File: src/rtl/tdm_mux_8to1_rr_pkg.sv
// Shared definitions for the 8-lane TDM mux/demux pair.
package tdm_mux_8to1_rr_pkg;
  localparam int N_CH   = 8;
  localparam int SEL_W  = 3;
  localparam int DATA_W = 8;

  typedef enum logic {
    ST_EMPTY = 1'b0,
    ST_FULL  = 1'b1
  } state_e;
endpackage

File: src/rtl/tdm_mux_8to1_rr_arbiter.sv
// Combinational round-robin arbiter: first requester at or after ptr wins.
module rr_arbiter_8 (
  input  logic [7:0] req,
  input  logic [2:0] ptr,
  input  logic       en,
  output logic [7:0] gnt_onehot,
  output logic [2:0] gnt_idx,
  output logic       gnt_any
);
  logic [2:0] idx;

  always_comb begin
    gnt_onehot = '0;
    gnt_idx    = '0;
    gnt_any    = 1'b0;
    idx        = '0;
    // 3-bit index arithmetic wraps the search past lane 7 back to lane 0
    for (int i = 0; i < 8; i++) begin
      idx = ptr + 3'(i);
      if (en && !gnt_any && req[idx]) begin
        gnt_any         = 1'b1;
        gnt_idx         = idx;
        gnt_onehot[idx] = 1'b1;
      end
    end
  end
endmodule

File: src/rtl/tdm_mux_8to1_rr.sv
// Round-robin 8:1 merge of valid/ready lanes into one registered, channel-tagged stream.
module tdm_mux_8to1_rr
  import tdm_mux_8to1_rr_pkg::*;
#(
  parameter int N_CH_P   = N_CH,
  parameter int SEL_W_P  = SEL_W,
  parameter int DATA_W_P = DATA_W
) (
  input  logic                       clk,
  input  logic                       rst_n,
  input  logic [N_CH_P*DATA_W_P-1:0] in_data,
  input  logic [N_CH_P-1:0]          in_valid,
  output logic [N_CH_P-1:0]          in_ready,
  output logic [DATA_W_P-1:0]        out_data,
  output logic [SEL_W_P-1:0]         out_sel,
  output logic                       out_valid,
  input  logic                       out_ready,
  output logic [15:0]                grant_cnt
);
  state_e            state, state_nxt;
  logic [SEL_W_P-1:0] ptr;
  logic              load;
  logic [N_CH_P-1:0] gnt_onehot;
  logic [SEL_W_P-1:0] gnt_idx;
  logic              gnt_any;

  assign out_valid = (state == ST_FULL);
  assign load      = (state == ST_EMPTY) || (out_valid && out_ready);

  // rst_n gate keeps in_ready low while reset is held (state reads EMPTY then)
  rr_arbiter_8 u_arb (
    .req       (in_valid),
    .ptr       (ptr),
    .en        (load && rst_n),
    .gnt_onehot(gnt_onehot),
    .gnt_idx   (gnt_idx),
    .gnt_any   (gnt_any)
  );

  assign in_ready = gnt_onehot;

  always_comb begin
    state_nxt = state;
    if (load) state_nxt = gnt_any ? ST_FULL : ST_EMPTY;
  end

  always_ff @(posedge clk or negedge rst_n) begin
    if (!rst_n) begin
      state     <= ST_EMPTY;
      ptr       <= '0;
      out_data  <= '0;
      out_sel   <= '0;
      grant_cnt <= '0;
    end else begin
      state <= state_nxt;
      if (gnt_any) begin
        out_data  <= in_data[gnt_idx*DATA_W_P +: DATA_W_P];
        out_sel   <= gnt_idx;
        ptr       <= gnt_idx + SEL_W_P'(1);
        grant_cnt <= grant_cnt + 16'd1;
      end
    end
  end
endmodule

File: config.mk
export PLATFORM = sky130hd
export DESIGN_NAME = tdm_mux_8to1_rr
export DESIGN_NICKNAME = d
export VERILOG_FILES = /design/src/rtl/tdm_mux_8to1_rr_pkg.sv /design/src/rtl/tdm_mux_8to1_rr_arbiter.sv /design/src/rtl/tdm_mux_8to1_rr.sv
export SDC_FILE = /design/constraint.sdc
export NUM_CORES = 1
export LEC_CHECK = 0
export ABC_AREA = 1
export CAP_MARGIN = 15
export CORE_AREA = 4 4 92 94
export DETAILED_ROUTE_END_ITERATION = 12
export DIE_AREA = 0 0 96 98
export PLACE_DENSITY = 0.82
export SLEW_MARGIN = 20
export SYNTH_ARGS = -nofsm -noshare
export SYNTH_HDL_FRONTEND = slang
export SYNTH_SLANG_ARGS = --single-unit
File: constraint.sdc
create_clock -name clk -period 4.5 [get_ports clk]
set_clock_uncertainty 0.05 [all_clocks]
set_input_delay 0.675 -clock clk [delete_from_list [all_inputs] [get_ports clk]]
set_output_delay 0.675 -clock clk [all_outputs]
set_load 0.01 [all_outputs]
==> results of run 1 <==
[synthesized netlist by cell type (8+ instances only)]
| master | number | share of area |
|---|---|---|
| nand3_1 | 100 | 0.14 |
| nand2_1 | 198 | 0.21 |
| inv_2 | 9 | 0.0094 |
| nor3_1 | 15 | 0.021 |
| a21oi_1 | 16 | 0.022 |
| buf_2 | 8 | 0.011 |
| inv_1 | 57 | 0.060 |
| nor2_1 | 11 | 0.012 |
| nand2_2 | 10 | 0.017 |
| dfrtp_1 | 31 | 0.22 |
| nand3_2 | 15 | 0.042 |
| o21ai_0 | 16 | 0.022 |
| xor2_1 | 13 | 0.032 |
| nand3b_1 | 8 | 0.017 |
[tightest hold or removal path, stage by stage, from the launching register on]
cell and delay, ns:
dfrtp_1 0.35, nand2_1 0.06, nand2_1 0.05
[registers in the layout, summed over array words and instances, names as in the netlist]
register,flops
grant_cnt,16
out_data,8
out_sel,3
ptr,3
out_valid,1
[repair_timing]
item | 4_1_cts | 5_1_grt
hold buffers | 0 | 0
gates resized for setup | 0 | 1
setup endpoints to repair | 0 | 4
[cell families after synthesis]
family,count (synthesis)
adders and majority gates,7
and+or+nand+nor,380
DFF,31
buffers and inverters,92
AOI/OAI and AO/OA,53
xor gates and xnor gates,16
[final timing paths]
kind | cells after the start | end | slack, ns | from
worst min register to register | 2 | out_sel[0]$_DFFE_PN0P_ | 0.44 | out_sel[0]$_DFFE_PN0P_
worst max-delay path | 16 | in_ready[4] | 0.27 | ptr[0]$_DFFE_PN0P_
worst max register to register | 20 | out_data[1]$_DFFE_PN0P_ | 0.97 | ptr[0]$_DFFE_PN0P_
min in group asynchronous | 2 | grant_cnt[13]$_DFFE_PN0P_ | 0.74 | rst_n
max in group asynchronous | 2 | ptr[0]$_DFFE_PN0P_ | 3.36 | rst_n
worst min-delay path | 2 | out_sel[0]$_DFFE_PN0P_ | 0.44 | out_sel[0]$_DFFE_PN0P_
[power by group through the flow]
| stage | clock (mW) | sequential (mW) | combinational, mW |
|---|---|---|---|
| after CTS | 0.290 | 0.523 | 3.55 |
| after detailed placement | 0 | 0.522 | 3.55 |
| after floorplan | 0 | 0.536 | 2.60 |
| final | 0.283 | 0.527 | 3.56 |
| after global routing | 0.303 | 0.542 | 3.97 |
| after global placement | 0 | 0.523 | 3.50 |
[routing by layer]
metal	GRT usage	part of all wire
met1	0.300	0.39
met2	0.438	0.51
met3	0.0455	0.082
met4	0.0810	0.027
met5	0	0
[final cells by class]
| cell class | instances | share of cell area |
|---|---|---|
| clock buffer | 6 | 0.0170 |
| clock inverter | 2 | 0.00720 |
| inverter | 68 | 0.0535 |
| multi-input combinational | 456 | 0.493 |
| sequential | 31 | 0.160 |
| tap | 102 | 0.0262 |
| timing repair buffer | 121 | 0.243 |
[placed cells by master, fill, tap and decap left out, types with 4 or more instances in the layout]
master and count:
nor2_4 4, nor2_1 11, nand4_1 4, xor2_1 13, dfrtp_1 30, nor4_1 4, nand3b_1 8, nand2_2 10
ha_1 7, o22ai_1 4, nand3_2 15, a22oi_1 4, nand3_1 100, o2111ai_1 4, a21oi_1 16, buf_4 11
o21ai_0 16, nand2_1 198, clkbuf_8 6, inv_1 57, o221ai_1 4, inv_2 9, nor3_1 15, clkdlybuf4s50_1 110
[per-stage QoR]
| stage | instance area [sq um] | worst slack, ns |
|---|---|---|
| global placement | 4750 | 0.384 |
| CTS | 4860 | 0.191 |
| global route | 4870 | 0.0210 |
| detailed placement | 4750 | 0.332 |
| floorplan | 3580 | 1.06 |
| finish | 4870 | 0.267 |
==> results.cfg, run 1 <==
[worst_setup_path]
cp_max_fo = 11
crit_buf_inv = 4
timing.critical_path.max_delay_family = simple AND/OR/NAND/NOR gates
end_kind = primary output
worstPathCellList = inv_2 -> ha_1 -> inv_1 -> nand3_1 -> nand2_1 -> nand2_1 -> nand2_4 -> inv_2 -> nand3_2 -> nand3_2 -> nor2_4 -> nand3_1 -> o221ai_1 -> a21oi_1 -> o21ai_0 -> clkdlybuf4s50_1
worstPathRequired_ns = 3.77
worstPathArrival_ns = 3.51
max_stage_delay_ns = 0.57
cp_slowest_cell = clkdlybuf4s50_1
cp-start-kind = flip-flop
crit_type = reg2out

[logic_synthesis]
ys_warn_count = 0
yosysSeqAreaShare = 0.216
synthMuxAreaShare = 0
synth_compound_area_frac = 0.0894
avgSynthCellArea_sq_um = 6.19
synth_xor_area_frac = 0.0391
synth-adder-area-share = 0.0244
ys_ff_latch = 31
syn_inst = 579
synth_nets = 661
netlist_area_sq_um = 3580
ys_types = 40
yosys.area_share.simple = 0.517
synth_top_family_by_area = simple AND/OR/NAND/NOR gates
async_flop_share = 1.00
synthFlopType = dfrtp_1
synth_edf_count = 0

[timing]
finalHoldViolCount = 0
period_share = 0.941
slew_violations = 0
fmax_ghz = 0.236
hold_ws_ns = 0.442
min_period_ns = 4.23
tightest_slew_ns = 0.703
setup_viol = 0
fin_tns_setup_ns = 0
rsz0062_at_grt = false
slew_headroom = 0.530

[clock_network]
cts_setup_buffers = 0
cts_buffer_depth = 2
cts_made_buffers = 5
h-tree-depth = 2
insertion_delay_ns = 0.28
cts_root_buf = clkbuf_8
cts.sinks = 31
cts_tree = yes
clk_pin_slew_ns = 0.07

[placement]
hpwl_um = 8960
dp_cells = 778
port_buffers = 110
gp_congestion = 0.985

[finish]
diodes = 0
final_core_util = 0.636
drive_gt1_frac = 0.102
final_net_count = 765
fillers = 734
multi_input_area_sq_um = 2400
area_delta_synth_final_pct = 35.7
fin_cells = 786
seq_area_sq_um = 777

[floorplan]
start_util = 0.469
dieWidth_um = 96
ios = 111
coreArea_sq_um = 7650
num_rows = 32
die_y_um = 98
die-area_sq_um = 9410

[global_route]
grt-ovfl-total = 0
antenna_found_initial = 0
grt_pass1_vias = 4231
grt_max_degree = 33
grt_pass1_wl_um = 19100
grt_usage = 0.249

[drt]
viasPerCell = 5.47
drt_iter0_markers = 198
drc_errors = 0
ant_nets = 0
wl_per_cell_um = 14.9
drt-total-wl_um = 11800
dr_total_vias = 4297
dr.pass1.iters = 5

[power]
p_total_mw = 4.37
p_switching_mw = 2.53
p_leak_nw = 2.41
seqPwrFrac = 0.120
p_clk_frac = 0.065
power_density_nw_per_um2 = 899
combinationalPowerShare = 0.815
internal-power_mw = 1.84
power.share.switching = 0.579
peakVddDrop_mv = 0.447

[worst_hold_path]
worstHoldPathType = reg2reg

[status]
status = finished, final reports clean

[flow_run]
drv_cap = 0
(Power assumes the default switching activity.)
==> run 2, diff against run 1 <==
--- a/config.mk
+++ b/config.mk
@@ -5,12 +5,11 @@
 export SDC_FILE = /design/constraint.sdc
 export NUM_CORES = 1
 export LEC_CHECK = 0
-export ABC_AREA = 1
 export CAP_MARGIN = 15
-export CORE_AREA = 4 4 92 94
+export CORE_AREA = 4 4 88 90
 export DETAILED_ROUTE_END_ITERATION = 12
-export DIE_AREA = 0 0 96 98
-export PLACE_DENSITY = 0.82
+export DIE_AREA = 0 0 92 94
+export PLACE_DENSITY = 0.83
 export SLEW_MARGIN = 20
 export SYNTH_ARGS = -nofsm -noshare
 export SYNTH_HDL_FRONTEND = slang
==> run 2 against run 1 <==
Against the previous run:
- sequential cell count did not move
- non-clock buffer count increased by 27
- die area shrank 8.1%
==> results.cfg, run 2 <==
[placement]
port_buffers = 110
hpwl_um = 7960
dp_cells = 590
gp_congestion = 0.928

[floorplan]
die_y_um = 94
start_util = 0.457
coreArea_sq_um = 7060
die-area_sq_um = 8650
num_rows = 31
ios = 111
dieWidth_um = 92

[power]
combinationalPowerShare = 0.820
p_switching_mw = 1.90
power_density_nw_per_um2 = 839
p_total_mw = 3.96
internal-power_mw = 2.06
p_leak_nw = 2.19
peakVddDrop_mv = 0.473
p_clk_frac = 0.053
seqPwrFrac = 0.127
power.share.switching = 0.480

[drt]
dr_total_vias = 3394
dr.pass1.iters = 5
wl_per_cell_um = 16.5
ant_nets = 0
drt-total-wl_um = 9900
drt_iter0_markers = 284
drc_errors = 0
viasPerCell = 5.67

[logic_synthesis]
yosysMostFrequentCell = nand2_1
ys_warn_count = 0
ys_ff_latch = 31
post-synth-top-area-cell = dfrtp_1
async_flop_share = 1.00
synth.top_cells.by_count = nand2_1, inv_1, dfrtp_1, mux2i_1, nor2_1
synth_area_leaders = dfrtp_1, mux4_2, mux2i_1
synth_edf_count = 0
ys_types = 60
synthFlopType = dfrtp_1
avgSynthCellArea_sq_um = 8.89
synth_nets = 445
netlist_area_sq_um = 3230
yosysSeqAreaShare = 0.240
syn_inst = 363
yosys.area.top_type_share = 0.240

[clock_network]
cts_buffer_depth = 2
cts.sinks = 31
clk_pin_slew_ns = 0.07
cts_tree = yes
h-tree-depth = 2
cts_hold_buf = 0
insertion_delay_ns = 0.28
cts_root_buf = clkbuf_8
cts_made_buffers = 5

[timing]
setup_viol = 0
slew_headroom = 0.668
rsz0062_at_grt = false
fmax_ghz = 0.233
period_share = 0.953
fin_tns_setup_ns = 0
tightest_slew_ns = 0.497
min_period_ns = 4.29
finalHoldViolCount = 0
slew_violations = 0

[worst_setup_path]
worstPathRequired_ns = 3.77
crit_buf_inv = 2
end_kind = primary output
crit_type = in2out
cp-start-kind = input pin
cp_max_fo = 5
timing.critical_path.max_delay_family = multiplexers
worstPathArrival_ns = 3.56
reg2reg_slack_ns = 0.65
reg2reg_from = ptr[1]$_DFFE_PN0P_
ff2ff_path_depth = 13
worstPathCellList = clkdlybuf4s50_1 -> mux4_2 -> or3_1 -> and3_4 -> a211o_4 -> nor2_2 -> and3_1 -> a21oi_1 -> mux2_2 -> mux2i_1 -> dlygate4sd2_1
path_depth = 11
max_stage_delay_ns = 0.48
cp_slowest_cell = mux4_2
crit-reg2reg-capture = out_data[4]$_DFFE_PN0P_

[status]
status = finished, final reports clean

[finish]
diodes = 0
final_net_count = 581
fin_cells = 599
regMostFlops = grant_cnt
fillers = 571
multi_input_area_sq_um = 2210
layout_top_registers = grant_cnt (16), out_data (8)
area_delta_synth_final_pct = 46.4
seq_area_sq_um = 776
largest_reg_flops = 16
layout_commonest_cell = clkdlybuf4s50_1
final_cell_mix = clkdlybuf4s50_1, nand2_1, buf_4
drive_gt1_frac = 0.172

[worst_hold_path]
whs_path_depth = 1
min_from = grant_cnt[15]$_DFFE_PN0P_
worstHoldPathType = reg2reg
holdPathEnd = grant_cnt[15]$_DFFE_PN0P_

[flow_run]
drv_cap = 0

[global_route]
grt_pass1_vias = 3400
grt_pass1_wl_um = 15900
grt_max_degree = 32
grt_usage = 0.228
antenna_found_initial = 0
grt-ovfl-total = 0
run 2: power groups by stage:
stage               clock (mW)  sequential (mW)  combinational (mW)
floorplan                    0            0.546                2.08
global placement             0            0.501                3.12
detailed placement           0            0.506                3.21
CTS                      0.215            0.501                3.20
global route             0.229            0.516                3.53
finish                   0.211            0.502                3.25
run 2: logic make-up (layout without fill, tap and decap cells):
group / Yosys count / in the layout / synth area share
simple gates: 116 / 116 / 0.178
compound gates: 90 / 90 / 0.213
buf+inv: 55 / 192 / 0.0780
mux: 45 / 45 / 0.213
flops: 31 / 31 / 0.240
xor+xnor: 19 / 19 / 0.0516
fa+ha+maj: 7 / 7 / 0.0272
run 2: metrics by stage:
step                hold WS, ns  area [sq um]  utilization  setup WS (ns)
global route              0.463          4720        0.669         0.0480
floorplan                 0.329          3230            -          0.277
global placement          0.410          4610        0.653        -0.0953
finish                    0.433          4720        0.669          0.212
CTS                       0.441          4680        0.664        0.00541
detailed placement        0.429          4610        0.653         -0.279
run 2: layout make-up:
class	instances	share of cell area
multi-input combinational	277	0.469
clock buffer	5	0.0146
inverter	36	0.0286
sequential	31	0.164
timing repair buffer	148	0.294
clock inverter	3	0.00318
tap	99	0.0262
run 2: layer usage:
metal,vias up,GRT usage,wire length [um]
li1,1610,-,-
met2,162,0.412,5000
met4,0,0.0557,96
met5,-,0,0
met1,1608,0.276,3900
met3,14,0.0513,896
run 2: how the worst max path moves through the flow:
stage                       start          end  slack, ns
2_1_floorplan  ptr[1]$_DFFE_PN0P_  in_ready[4]       0.28
3_3_place_gp          in_valid[1]  in_ready[4]       -0.1
3_5_place_dp          in_valid[1]  in_ready[5]      -0.28
4_1_cts               in_valid[3]  in_ready[0]      0.005
5_1_grt               in_valid[2]  in_ready[7]       0.05
6_report              in_valid[2]  in_ready[5]       0.21
run 2: what timing repair did:
action	CTS	global route
setup endpoints to repair	8	7
setup buffers	0	1
pin swaps	3	2
gates resized for setup	9	13
==> run 3, diff against run 2 <==
--- a/config.mk
+++ b/config.mk
@@ -6,10 +6,11 @@
 export NUM_CORES = 1
 export LEC_CHECK = 0
 export CAP_MARGIN = 15
-export CORE_AREA = 4 4 88 90
+export CORE_AREA = 2 2 79 96
 export DETAILED_ROUTE_END_ITERATION = 12
-export DIE_AREA = 0 0 92 94
+export DIE_AREA = 0 0 81 98
 export PLACE_DENSITY = 0.83
+export REMOVE_ABC_BUFFERS = 1
 export SLEW_MARGIN = 20
 export SYNTH_ARGS = -nofsm -noshare
 export SYNTH_HDL_FRONTEND = slang
==> run 3 against run 2 <==
Against the previous run:
- final area down 0.87%
- sequential cell count unchanged
- sequential power down 1%
- utilization fell by 0.61 points
- maximum frequency fell by 2.3%
- routed wire length rose by 2.3%
- cell count shrank 2.2%
- non-clock buffer count fell by 4
- critical path depth rose by 1
- critical path type unchanged
- global-route usage rose by 3.3 points
==> results.cfg, run 3 (synthesized netlist as in run 2, its figures left out) <==
[floorplan]
num_rows = 34
dieWidth_um = 81
ios = 111
die_y_um = 98
coreArea_sq_um = 7060
die-area_sq_um = 7940
start_util = 0.457

[power]
peakVddDrop_mv = 0.467
p_total_mw = 4.03
power_density_nw_per_um2 = 861
p_leak_nw = 2.12

[worst_setup_path]
worstPathRequired_ns = 3.77
timing.critical_path.max_delay_family = buffers and inverters
cp_slowest_cell = mux4_2
worstPathCellList = clkdlybuf4s50_1 -> mux4_2 -> or3_1 -> and3_4 -> a211o_4 -> nor2_2 -> buf_4 -> nand3_1 -> a31oi_1 -> buf_4 -> mux2_2 -> dlygate4sd2_1
crit_type = in2out
crit_buf_inv = 4
end_kind = primary output
max_stage_delay_ns = 0.50
worstPathArrival_ns = 3.66
cp-start-kind = input pin
cp_max_fo = 5
crit_top_cell = buf_4

[drt]
ant_nets = 0
viasPerCell = 5.84
drt_iter0_markers = 225
wl_per_cell_um = 17.3
drc_errors = 0
drt-total-wl_um = 10100
dr.pass1.iters = 5
dr_total_vias = 3423

[timing]
fmax_ghz = 0.228
finalHoldViolCount = 0
hold_ws_ns = 0.444
min_period_ns = 4.39
period_share = 0.975
slew_headroom = 0.548
tightest_slew_ns = 0.669
slew_violations = 0
rsz0062_at_grt = false
setup_viol = 0

[clock_network]
cts_tree = yes
cts_root_buf = clkbuf_8
cts_made_buffers = 5
clk_pin_slew_ns = 0.06
insertion_delay_ns = 0.28
h-tree-depth = 2
cts_buffer_depth = 2
cts_hold_buf = 0
cts.sinks = 31

[placement]
port_buffers = 110
hpwl_um = 8050
gp_congestion = 0.968

[finish]
final_cell_mix = clkdlybuf4s50_1, nand2_1, inv_1
drive_gt1_frac = 0.159
diodes = 0
final_core_util = 0.663
regMostFlops = grant_cnt
final_net_count = 577
area_delta_synth_final_pct = 45.1
largest_reg_flops = 16
layout_commonest_cell = clkdlybuf4s50_1
layout_top_registers = grant_cnt (16), out_data (8)

[global_route]
grt_pass1_vias = 3499
grt_max_degree = 27
grt_usage = 0.261
grt-ovfl-total = 0
antenna_found_initial = 0
grt_pass1_wl_um = 16300

[flow_run]
drv_cap = 0

[status]
status = finished, final reports clean

[worst_hold_path]
worstHoldPathType = reg2reg
[run 3: cell types whose count changed in the layout (fill, tap and decap cells not counted), sizes merged]
| cell | change |
|---|---|
| dlygate4sd2 | +2 |
| clkinv | -2 |
| clkdlybuf4s50 | -1 |
| clkdlybuf4s15 | +2 |
| buf | -4 |
| clkbuf | +3 |
| dlymetal6s2s | -5 |
| bufinv | +1 |
[run 3: worst register-to-register path, cell delays in order, from the launching register on]
cell and delay (ns):
dfrtp_1 0.36, buf_4 0.32, mux4_2 0.58, buf_4 0.16, buf_4 0.13, mux2i_1 0.17
or2_2 0.21, o21ai_0 0.20, a2111oi_2 0.68, a21o_4 0.32, mux4_1 0.60, o2111ai_1 0.19
[run 3: timing repair]
action / in CTS / in global routing
buffers inserted: 4 / 1
pin swaps: 3 / 2
setup endpoints to repair: 8 / 3
gates resized for setup: 16 / 8
[run 3: final timing paths]
kind / start / end / slack, ns / depth (start not counted)
setup / recovery: in_valid[6] / in_ready[1] / 0.11 / 12
hold / removal: out_sel[2]$_DFFE_PN0P_ / out_sel[2]$_DFFE_PN0P_ / 0.44 / 1
min in group asynchronous: rst_n / out_valid$_DFFE_PN0N_ / 0.79 / 2
hold reg to reg: out_sel[2]$_DFFE_PN0P_ / out_sel[2]$_DFFE_PN0P_ / 0.44 / 1
setup reg to reg: ptr[0]$_DFFE_PN0P_ / out_data[3]$_DFFE_PN0P_ / 0.47 / 11
max in group asynchronous: rst_n / ptr[0]$_DFFE_PN0P_ / 3.26 / 2
[run 3: cell type report]
class	count	area, sq um
tap	90	113
fill	591	2380
timing repair buffer	144	1330
inverter	36	135
multi-input combinational	277	2210
sequential	31	776
clock inverter	2	35.0
clock buffer	6	82.6
[run 3: per-stage QoR]
stage / instance area, sq um / setup slack, ns / setup TNS [ns] / instances
2_1_floorplan: 3110 / -0.213 / -1.74 / 344
3_3_place_gp: 4540 / -0.131 / -0.683 / 573
3_5_place_dp: 4540 / -0.259 / -1.68 / 573
4_1_cts: 4670 / 0.0403 / 0 / 585
5_1_grt: 4680 / 0.000109 / 0 / 586
6_report: 4680 / 0.113 / 0 / 586
[run 3: routing by layer]
| layer | global-route usage | vias up | wire length (um) |
|---|---|---|---|
| met3 | 0.0647 | 39 | 749 |
| met1 | 0.274 | 1624 | 3670 |
| li1 | - | 1598 | - |
| met5 | 0 | - | 0 |
| met4 | 0.132 | 0 | 397 |
| met2 | 0.470 | 162 | 5300 |
[run 3: report_power, final]
group	leakage [nW]	switching, mW	internal [mW]
clock network	0.0612	0.104	0.179
registers	0.379	0.0861	0.410
logic	1.68	1.72	1.53
